**config.mk**
```make
export PLATFORM = sky130hd
export DESIGN_NAME = reorder_buffer_flat
export DESIGN_NICKNAME = d
export VERILOG_FILES = /design/src/rtl/reorder_buffer_pkg.sv /design/src/rtl/reorder_buffer_if.sv /design/src/rtl/reorder_buffer.sv /design/src/flat_wrapper.sv
export SDC_FILE = /design/constraint.sdc
export NUM_CORES = 2
export LEC_CHECK = 0
export CORE_MARGIN = 1.5
export CORE_UTILIZATION = 40
export CTS_CLUSTER_SIZE = 28
export DETAILED_ROUTE_END_ITERATION = 16
export GPL_ROUTABILITY_DRIVEN = 0
export GPL_TIMING_DRIVEN = 0
export SKIP_CTS_REPAIR_TIMING = 1
export SLEW_MARGIN = 5
export SYNTH_ARGS = -nofsm -noshare
export SYNTH_HDL_FRONTEND = slang
export SYNTH_SLANG_ARGS = --single-unit
```
**constraint.sdc**
```tcl
create_clock -name clk_in -period 4.55 [get_ports clk_in]
set_input_delay 0.455 -clock clk_in [delete_from_list [all_inputs] [get_ports clk_in]]
set_output_delay 0.455 -clock clk_in [all_outputs]
set_load 0.02 [all_outputs]
```
**src/rtl/reorder_buffer_pkg.sv**
```systemverilog
`default_nettype none
// ============================================================================
//  Module   : reorder_buffer_pkg
//  Purpose  : Shared sizing constants, entry layout and the "no register"
//             encoding used by the ROB, issue unit, RS and LSB.
//  Revision : 1.0 - initial release
// ============================================================================
package reorder_buffer_pkg;

    localparam int ROB_DEPTH = 16;
    localparam int TAG_W     = $clog2(ROB_DEPTH);

    // Occupancy value meaning "every entry allocated"
    localparam logic [TAG_W:0] ROB_CNT_FULL = (TAG_W + 1)'(ROB_DEPTH);

    // Destination x0: the register file ignores writes to it
    localparam logic [4:0] NO_REG = 5'd0;

    typedef struct packed {
        logic        busy;
        logic        ready;
        logic [4:0]  rd;
        logic        is_branch;
        logic        pred_taken;
        logic [31:0] value;
        logic        taken;
        logic [31:0] target;
    } rob_entry_t;

endpackage
`default_nettype wire

```
**src/rtl/reorder_buffer_if.sv**
```systemverilog
`default_nettype none
// ============================================================================
//  Module   : reorder_buffer_if
//  Purpose  : Issue, CDB, operand-query, commit and flush signals of the ROB.
//             slave = the ROB itself, master = the surrounding core.
//  Revision : 1.0 - initial release
// ============================================================================
interface reorder_buffer_if;
    import reorder_buffer_pkg::*;

    // Issue side
    logic              issue_valid;
    logic [4:0]        issue_rd;
    logic              issue_is_branch;
    logic              issue_pred_taken;
    logic [TAG_W-1:0]  issue_tag;
    logic              rob_full;
    logic              rob_empty;

    // Common data bus
    logic              cdb_valid;
    logic [TAG_W-1:0]  cdb_tag;
    logic [31:0]       cdb_value;
    logic              cdb_taken;
    logic [31:0]       cdb_target;

    // Operand lookup
    logic [TAG_W-1:0]  query_tag_1;
    logic [TAG_W-1:0]  query_tag_2;
    logic              query_ready_1;
    logic              query_ready_2;
    logic [31:0]       query_val_1;
    logic [31:0]       query_val_2;

    // Commit / flush
    logic [4:0]        commit_reg;
    logic [31:0]       commit_val;
    logic [4:0]        commit_q_reg;
    logic [31:0]       commit_q_val;
    logic              flush_out;
    logic [31:0]       flush_pc;

    modport slave (
        input  issue_valid, issue_rd, issue_is_branch, issue_pred_taken,
        input  cdb_valid, cdb_tag, cdb_value, cdb_taken, cdb_target,
        input  query_tag_1, query_tag_2,
        output issue_tag, rob_full, rob_empty,
        output query_ready_1, query_ready_2, query_val_1, query_val_2,
        output commit_reg, commit_val, commit_q_reg, commit_q_val,
        output flush_out, flush_pc
    );

    modport master (
        output issue_valid, issue_rd, issue_is_branch, issue_pred_taken,
        output cdb_valid, cdb_tag, cdb_value, cdb_taken, cdb_target,
        output query_tag_1, query_tag_2,
        input  issue_tag, rob_full, rob_empty,
        input  query_ready_1, query_ready_2, query_val_1, query_val_2,
        input  commit_reg, commit_val, commit_q_reg, commit_q_val,
        input  flush_out, flush_pc
    );

endinterface
`default_nettype wire

```
**src/rtl/reorder_buffer.sv**
```systemverilog
`default_nettype none
// ============================================================================
//  Module   : reorder_buffer
//  Purpose  : In-order-commit reorder buffer. Allocates a tag per issued
//             instruction, collects CDB results, retires the head entry one
//             per cycle and raises a one-cycle flush on branch mispredicts.
//  Revision : 1.0 - initial release
// ============================================================================
module reorder_buffer
    import reorder_buffer_pkg::*;
(
    input  logic            clk_in,
    input  logic            rst_n_in,
    input  logic            rdy_in,
    reorder_buffer_if.slave bus
);

    rob_entry_t         r_entries [ROB_DEPTH];
    logic [TAG_W-1:0]   r_head;
    logic [TAG_W-1:0]   r_tail;
    logic [TAG_W:0]     r_count;

    logic [4:0]         r_commit_reg;
    logic [31:0]        r_commit_val;
    logic [4:0]         r_commit_q_reg;
    logic [31:0]        r_commit_q_val;
    logic               r_flush_out;
    logic [31:0]        r_flush_pc;

    rob_entry_t         w_head_entry;
    logic               w_full;
    logic               w_empty;
    logic               w_issue;
    logic               w_commit;
    logic               w_mispredict;
    logic               w_cdb_hit;

    assign w_head_entry = r_entries[r_head];
    assign w_full       = (r_count == ROB_CNT_FULL);
    assign w_empty      = (r_count == '0);

    // Nothing enters or leaves during the flush cycle; its effects are wiped
    assign w_issue      = bus.issue_valid & ~w_full & ~r_flush_out;
    assign w_commit     = w_head_entry.busy & w_head_entry.ready & ~r_flush_out;
    assign w_mispredict = w_commit & w_head_entry.is_branch
                        & (w_head_entry.taken != w_head_entry.pred_taken);
    assign w_cdb_hit    = bus.cdb_valid & r_entries[bus.cdb_tag].busy;

    assign bus.issue_tag    = r_tail;
    assign bus.rob_full     = w_full;
    assign bus.rob_empty    = w_empty;
    assign bus.commit_reg   = r_commit_reg;
    assign bus.commit_val   = r_commit_val;
    assign bus.commit_q_reg = r_commit_q_reg;
    assign bus.commit_q_val = r_commit_q_val;
    assign bus.flush_out    = r_flush_out;
    assign bus.flush_pc     = r_flush_pc;

    // Operand lookup, with same-cycle forwarding from the CDB
    always_comb begin
        bus.query_ready_1 = r_entries[bus.query_tag_1].ready;
        bus.query_val_1   = r_entries[bus.query_tag_1].value;
        bus.query_ready_2 = r_entries[bus.query_tag_2].ready;
        bus.query_val_2   = r_entries[bus.query_tag_2].value;
        if (bus.cdb_valid && (bus.cdb_tag == bus.query_tag_1)) begin
            bus.query_ready_1 = 1'b1;
            bus.query_val_1   = bus.cdb_value;
        end
        if (bus.cdb_valid && (bus.cdb_tag == bus.query_tag_2)) begin
            bus.query_ready_2 = 1'b1;
            bus.query_val_2   = bus.cdb_value;
        end
    end

    // Entry array, pointers and registered commit/flush outputs
    always_ff @(posedge clk_in or negedge rst_n_in) begin
        if (!rst_n_in) begin
            for (int i = 0; i < ROB_DEPTH; i++) begin
                r_entries[i] <= '0;
            end
            r_head         <= '0;
            r_tail         <= '0;
            r_count        <= '0;
            r_commit_reg   <= NO_REG;
            r_commit_val   <= '0;
            r_commit_q_reg <= NO_REG;
            r_commit_q_val <= '0;
            r_flush_out    <= 1'b0;
            r_flush_pc     <= '0;
        end else if (rdy_in) begin
            if (r_flush_out) begin
                // Squash every in-flight entry after the mispredicted branch
                for (int i = 0; i < ROB_DEPTH; i++) begin
                    r_entries[i] <= '0;
                end
                r_head         <= '0;
                r_tail         <= '0;
                r_count        <= '0;
                r_commit_reg   <= NO_REG;
                r_commit_val   <= '0;
                r_commit_q_reg <= NO_REG;
                r_commit_q_val <= '0;
                r_flush_out    <= 1'b0;
                r_flush_pc     <= '0;
            end else begin
                // Commit outputs are single-cycle pulses; x0 means "no write"
                r_commit_reg   <= NO_REG;
                r_commit_val   <= '0;
                r_commit_q_reg <= NO_REG;
                r_commit_q_val <= '0;
                r_flush_out    <= 1'b0;
                r_flush_pc     <= '0;

                if (w_cdb_hit) begin
                    r_entries[bus.cdb_tag].ready  <= 1'b1;
                    r_entries[bus.cdb_tag].value  <= bus.cdb_value;
                    r_entries[bus.cdb_tag].taken  <= bus.cdb_taken;
                    r_entries[bus.cdb_tag].target <= bus.cdb_target;
                end

                if (w_commit) begin
                    r_commit_reg              <= w_head_entry.rd;
                    r_commit_val              <= w_head_entry.value;
                    r_commit_q_reg            <= w_head_entry.rd;
                    r_commit_q_val            <= {{(32 - TAG_W){1'b0}}, r_head};
                    r_entries[r_head].busy    <= 1'b0;
                    r_entries[r_head].ready   <= 1'b0;
                    r_head                    <= r_head + 1'b1;
                    if (w_mispredict) begin
                        r_flush_out <= 1'b1;
                        r_flush_pc  <= w_head_entry.target;
                    end
                end

                // Tail slot is never busy when issue is allowed, so this
                // cannot collide with the CDB or commit updates above
                if (w_issue) begin
                    r_entries[r_tail] <= '{busy:       1'b1,
                                           ready:      1'b0,
                                           rd:         bus.issue_rd,
                                           is_branch:  bus.issue_is_branch,
                                           pred_taken: bus.issue_pred_taken,
                                           value:      32'd0,
                                           taken:      1'b0,
                                           target:     32'd0};
                    r_tail <= r_tail + 1'b1;
                end

                unique case ({w_issue, w_commit})
                    2'b10:   r_count <= r_count + 1'b1;
                    2'b01:   r_count <= r_count - 1'b1;
                    default: r_count <= r_count;
                endcase
            end
        end
    end

endmodule
`default_nettype wire
```
**src/flat_wrapper.sv**
```systemverilog
// flat-port wrapper written by rule: the top's interface ports become plain ports
module reorder_buffer_flat import reorder_buffer_pkg::*;
  (clk_in, rst_n_in, rdy_in, bus_issue_valid, bus_issue_rd, bus_issue_is_branch, bus_issue_pred_taken, bus_cdb_valid, bus_cdb_tag, bus_cdb_value, bus_cdb_taken, bus_cdb_target, bus_query_tag_1, bus_query_tag_2, bus_issue_tag, bus_rob_full, bus_rob_empty, bus_query_ready_1, bus_query_ready_2, bus_query_val_1, bus_query_val_2, bus_commit_reg, bus_commit_val, bus_commit_q_reg, bus_commit_q_val, bus_flush_out, bus_flush_pc);
  reorder_buffer_if bus_i ();
  input  logic clk_in;
  input  logic rst_n_in;
  input  logic rdy_in;
  input wire logic [$bits(bus_i.issue_valid)-1:0] bus_issue_valid;
  input wire logic [$bits(bus_i.issue_rd)-1:0] bus_issue_rd;
  input wire logic [$bits(bus_i.issue_is_branch)-1:0] bus_issue_is_branch;
  input wire logic [$bits(bus_i.issue_pred_taken)-1:0] bus_issue_pred_taken;
  input wire logic [$bits(bus_i.cdb_valid)-1:0] bus_cdb_valid;
  input wire logic [$bits(bus_i.cdb_tag)-1:0] bus_cdb_tag;
  input wire logic [$bits(bus_i.cdb_value)-1:0] bus_cdb_value;
  input wire logic [$bits(bus_i.cdb_taken)-1:0] bus_cdb_taken;
  input wire logic [$bits(bus_i.cdb_target)-1:0] bus_cdb_target;
  input wire logic [$bits(bus_i.query_tag_1)-1:0] bus_query_tag_1;
  input wire logic [$bits(bus_i.query_tag_2)-1:0] bus_query_tag_2;
  output wire logic [$bits(bus_i.issue_tag)-1:0] bus_issue_tag;
  output wire logic [$bits(bus_i.rob_full)-1:0] bus_rob_full;
  output wire logic [$bits(bus_i.rob_empty)-1:0] bus_rob_empty;
  output wire logic [$bits(bus_i.query_ready_1)-1:0] bus_query_ready_1;
  output wire logic [$bits(bus_i.query_ready_2)-1:0] bus_query_ready_2;
  output wire logic [$bits(bus_i.query_val_1)-1:0] bus_query_val_1;
  output wire logic [$bits(bus_i.query_val_2)-1:0] bus_query_val_2;
  output wire logic [$bits(bus_i.commit_reg)-1:0] bus_commit_reg;
  output wire logic [$bits(bus_i.commit_val)-1:0] bus_commit_val;
  output wire logic [$bits(bus_i.commit_q_reg)-1:0] bus_commit_q_reg;
  output wire logic [$bits(bus_i.commit_q_val)-1:0] bus_commit_q_val;
  output wire logic [$bits(bus_i.flush_out)-1:0] bus_flush_out;
  output wire logic [$bits(bus_i.flush_pc)-1:0] bus_flush_pc;
  assign bus_i.issue_valid = bus_issue_valid;
  assign bus_i.issue_rd = bus_issue_rd;
  assign bus_i.issue_is_branch = bus_issue_is_branch;
  assign bus_i.issue_pred_taken = bus_issue_pred_taken;
  assign bus_i.cdb_valid = bus_cdb_valid;
  assign bus_i.cdb_tag = bus_cdb_tag;
  assign bus_i.cdb_value = bus_cdb_value;
  assign bus_i.cdb_taken = bus_cdb_taken;
  assign bus_i.cdb_target = bus_cdb_target;
  assign bus_i.query_tag_1 = bus_query_tag_1;
  assign bus_i.query_tag_2 = bus_query_tag_2;
  assign bus_issue_tag = bus_i.issue_tag;
  assign bus_rob_full = bus_i.rob_full;
  assign bus_rob_empty = bus_i.rob_empty;
  assign bus_query_ready_1 = bus_i.query_ready_1;
  assign bus_query_ready_2 = bus_i.query_ready_2;
  assign bus_query_val_1 = bus_i.query_val_1;
  assign bus_query_val_2 = bus_i.query_val_2;
  assign bus_commit_reg = bus_i.commit_reg;
  assign bus_commit_val = bus_i.commit_val;
  assign bus_commit_q_reg = bus_i.commit_q_reg;
  assign bus_commit_q_val = bus_i.commit_q_val;
  assign bus_flush_out = bus_i.flush_out;
  assign bus_flush_pc = bus_i.flush_pc;
  reorder_buffer u_core (.clk_in(clk_in), .rst_n_in(rst_n_in), .rdy_in(rdy_in), .bus(bus_i));
endmodule
```
==> flow_summary_export.csv <==
group,metric,value,unit
sta,hold_viol_final,0,
finish,fillers,14350,
global_routing,overflow,0,
placement,hpwl,169200,um
setup_path,critPathSlowestCell,"clkdlybuf4s15_1",
synthesis,synth-xor-area-share,0.1621,%
clock_network,clkTransAtPathRegs,0.07,ns
power,power_density,579.2,nW/um2
finish,areaGrowthSynthToFinish,14.79,%
routing,antenna_left,0,
clock_network,worstSkewPairLatency,0.80,ns
setup_path,crit_cells,7,
global_routing,grt_max_degree,171,
global_routing,grt_use_total,30.45,%
synthesis,synth.area.mux_share,24.08,%
setup_path,cpPeakStageDelay,0.76,ns
clock_network,cts_tree,"yes",
routing,drc,0,
setup_path,path_common_cell,"mux4_2",
setup_path,ff2ff_path_depth,18,
synthesis,synth-main-ff-cell,"dfrtp_1",
finish,utilization,46.31,%
floorplan,ioPinCount,268,
floorplan,core,160800,um2
clock_network,cts_buffers,142,
synthesis,synthAdderAreaFrac,0.2315,%
sta,tns,-0.008739,ns
setup_path,path_delay_family,"buffers and inverters",
global_routing,grt_pass1_vias,48190,
sta,min_period,4.559,ns
setup_path,worst-path-buf-inv,4,
synthesis,syn_area_per_cell,14.34,um2
global_routing,grt_pass1_wl,359300,um
synthesis,synth_seq_cells,1271,
setup_path,start_kind,"input pin",
finish,nets,4960,
sta,finClkSkew,0.02888,ns
sta,max_freq,219.4,MHz
synthesis,synthArstFlopShare,100.0,%
run,maxCapViolations,0,
routing,drt-initial-drc-count,6570,
floorplan,die_w,405.6,um
clock_network,clockRootBuffer,"clkbuf_16",
power,total_leakage_power,32.74,nW
sta,period_share,100.2,%
routing,dr.pass1.iters,8,
placement,io_buffers,154,
status,violations,"setup timing",
clock_network,htreeDepth,4,
finish,multiInputGateArea,30220,um2
floorplan,dieArea,164500,um2
setup_path,crit_fanout,10,
synthesis,yosysTopAreaCellShare,49.05,%
routing,wl_per_cell,35.02,um
sta,rsz0062_at_grt,"no",
worst_hold_path,hp-class,"in2reg",
finish,layout-drive-gt1-share,26.41,%
setup_path,crit_path_end_kind,"primary output",
synthesis,synth_top_area_cell,"dfrtp_1",
sta,relSlewSlack,7.448,%
finish,seqCellArea,31810,um2
synthesis,synth_cell_types,57,
synthesis,syn-cell-area,64850,um2
sta,setup_violations,1,
setup_path,path_cells,"clkbuf_1, clkbuf_2, clkdlybuf4s15_1, mux4_2, mux4_2, or2_2, clkdlybuf4s50_1",
clock_network,cts.sinks,1271,
synthesis,synthCells,4523,
clock_network,cts_buffer_depth,3,
setup_path,worstPathArrival,4.10,ns
synthesis,yosys_warnings,0,
synthesis,synth_top_family_by_area,"multiplexers",
setup_path,worstPathRequired,4.09,ns
synthesis,yosys-top-cells-count,"dfrtp_1 (1,271), a22o_1 (1,220), mux4_2 (659), clkbuf_1 (275), buf_2 (216)",
routing,wl,250000,um
synthesis,yosysMostFrequentCell,"dfrtp_1",
sta,fin_ws,-0.008739,ns
floorplan,start_util,40.34,%
sta,slew_viol_final,0,
global_routing,antenna_found_initial,17,
status,status,"finished with violations",
synthesis,ys_top_cells_by_area,"dfrtp_1 (49%), mux4_2 (23%), a22o_1 (16%), buf_2 (1.7%), clkbuf_1 (1.6%)",
finish,regMostFlops,"u_core.r_entries",
worst_hold_path,whs_path_depth,2,
floorplan,fp.dieH,405.6,um
finish,largest_reg_flops,1184,
power,vdd_drop_max,0.0004382,V
floorplan,rows,147,
routing,routed-via-count,48610,
synthesis,yosysSeqAreaShare,49.05,%
synthesis,synth-simple-area-share,2.543,%
setup_path,crit_type,"in2out",
synthesis,synth_compound_area_share,19.37,%
sta,worst_pin_slew,1.388,ns
routing,routed_via_density,6.810,
synthesis,synth_edf_count,0,
-- stage by stage --
stage               area, um2  setup WS [ns]  hold slack, ns  power [mW]  std cells
finish                  74440      -0.008739          0.1001       43.12       7138
global route            74430        0.01098         0.09874       44.58       7132
CTS                     74340        -0.4300         -0.4017       42.84       7130
detailed placement      69480        -0.4038          0.4374       30.61       6874
global placement        69190         -55.78          0.4724       30.35       6864
floorplan               64950         0.9853          0.1594       25.43       4550
-- cell type report --
| class | count | area share [%] |
|---|---|---|
| flip-flops and latches | 1271 | 42.73 |
| multi-input cells | 2619 | 40.60 |
| clock buffers | 204 | 5.590 |
| plain buffers | 650 | 4.000 |
| well taps | 2160 | 3.631 |
| repair buffers | 165 | 2.439 |
| clock inverters | 52 | 0.9413 |
| inverters | 10 | 0.05042 |
| diodes | 7 | 0.02353 |
-- final timing paths --
| kind | start | end | slack (ns) |
|---|---|---|---|
| max | bus_query_tag_1[1] | bus_query_ready_1 | -0.009 |
| min | bus_cdb_target[2] | u_core.r_entries[890]$_DFFE_PN0P_ | 0.10 |
| max reg2reg | u_core.r_head[3]$_DFFE_PN0P_ | u_core.r_count[4]$_DFFE_PN0P_ | 0.20 |
| min reg2reg | u_core.bus.flush_pc[27]$_DFFE_PN0P_ | u_core.bus.flush_pc[27]$_DFFE_PN0P_ | 0.49 |
| max in group asynchronous | rst_n_in | u_core.r_entries[540]$_DFFE_PN0P_ | 2.22 |
| min in group asynchronous | rst_n_in | u_core.r_entries[1002]$_DFFE_PN0P_ | 0.27 |
-- where the power goes --
part | total [mW] | switching [mW] | leakage, nW | internal [mW]
Sequential | 16.6 | 2.40 | 17.0 | 14.2
Combinational | 14.3 | 7.38 | 13.3 | 6.89
Clock | 12.3 | 4.99 | 2.41 | 7.27
Total | 43.1 | 14.8 | 32.7 | 28.3
-- cell usage in the layout, fill, tap and decap left out, types with 43 or more instances in the layout --
cell             netlist  layout
buf_2                216     212
a22o_1              1220    1220
buf_4                 52      51
mux4_2               659     659
nand2_1              126     126
mux2_2                66      66
clkbuf_1             275     286
o21ai_0               80      80
dfrtp_1             1271    1270
clkdlybuf4s50_1        0     153
a21oi_1               43      43
buf_1                104     102
nor2b_1               47      47
nor2_1                70      69
o2bb2ai_1             45      45
clkbuf_16              0     146
-- metal layers --
layer	wire length (um)	vias up	global-route usage [%]	share of wire, %
li1	-	18880	-	-
met1	95560	25750	40.64	38
met2	111100	3258	45.00	44
met3	30210	706	10.13	12
met4	13050	12	13.94	5.2
met5	67	-	0	0.027
-- worst register-to-register path, stage by stage (launching register included) --
cell and delay (ns):
dfrtp_1 0.32, buf_2 0.24, nor2b_1 0.16, clkbuf_4 0.35
o211a_1 0.20, buf_2 0.22, nor4_2 0.10, nor2_1 0.21
clkbuf_4 0.37, ha_1 0.26, clkbuf_1 0.31, xor2_1 0.19
ha_1 0.20, a21boi_0 0.18, o221ai_1 0.17, and3_1 0.22
o21bai_1 0.19, mux2i_1 0.21, o22ai_1 0.10
-- cell families after synthesis --
kind of cell / after synthesis
muxes: 728
xor gates and xnor gates: 12
AOI/OAI and AO/OA: 1497
other: 1
buffers and inverters: 660
DFF: 1271
and+or+nand+nor: 342
adders and majority gates: 12
(Power assumes the default switching activity.)
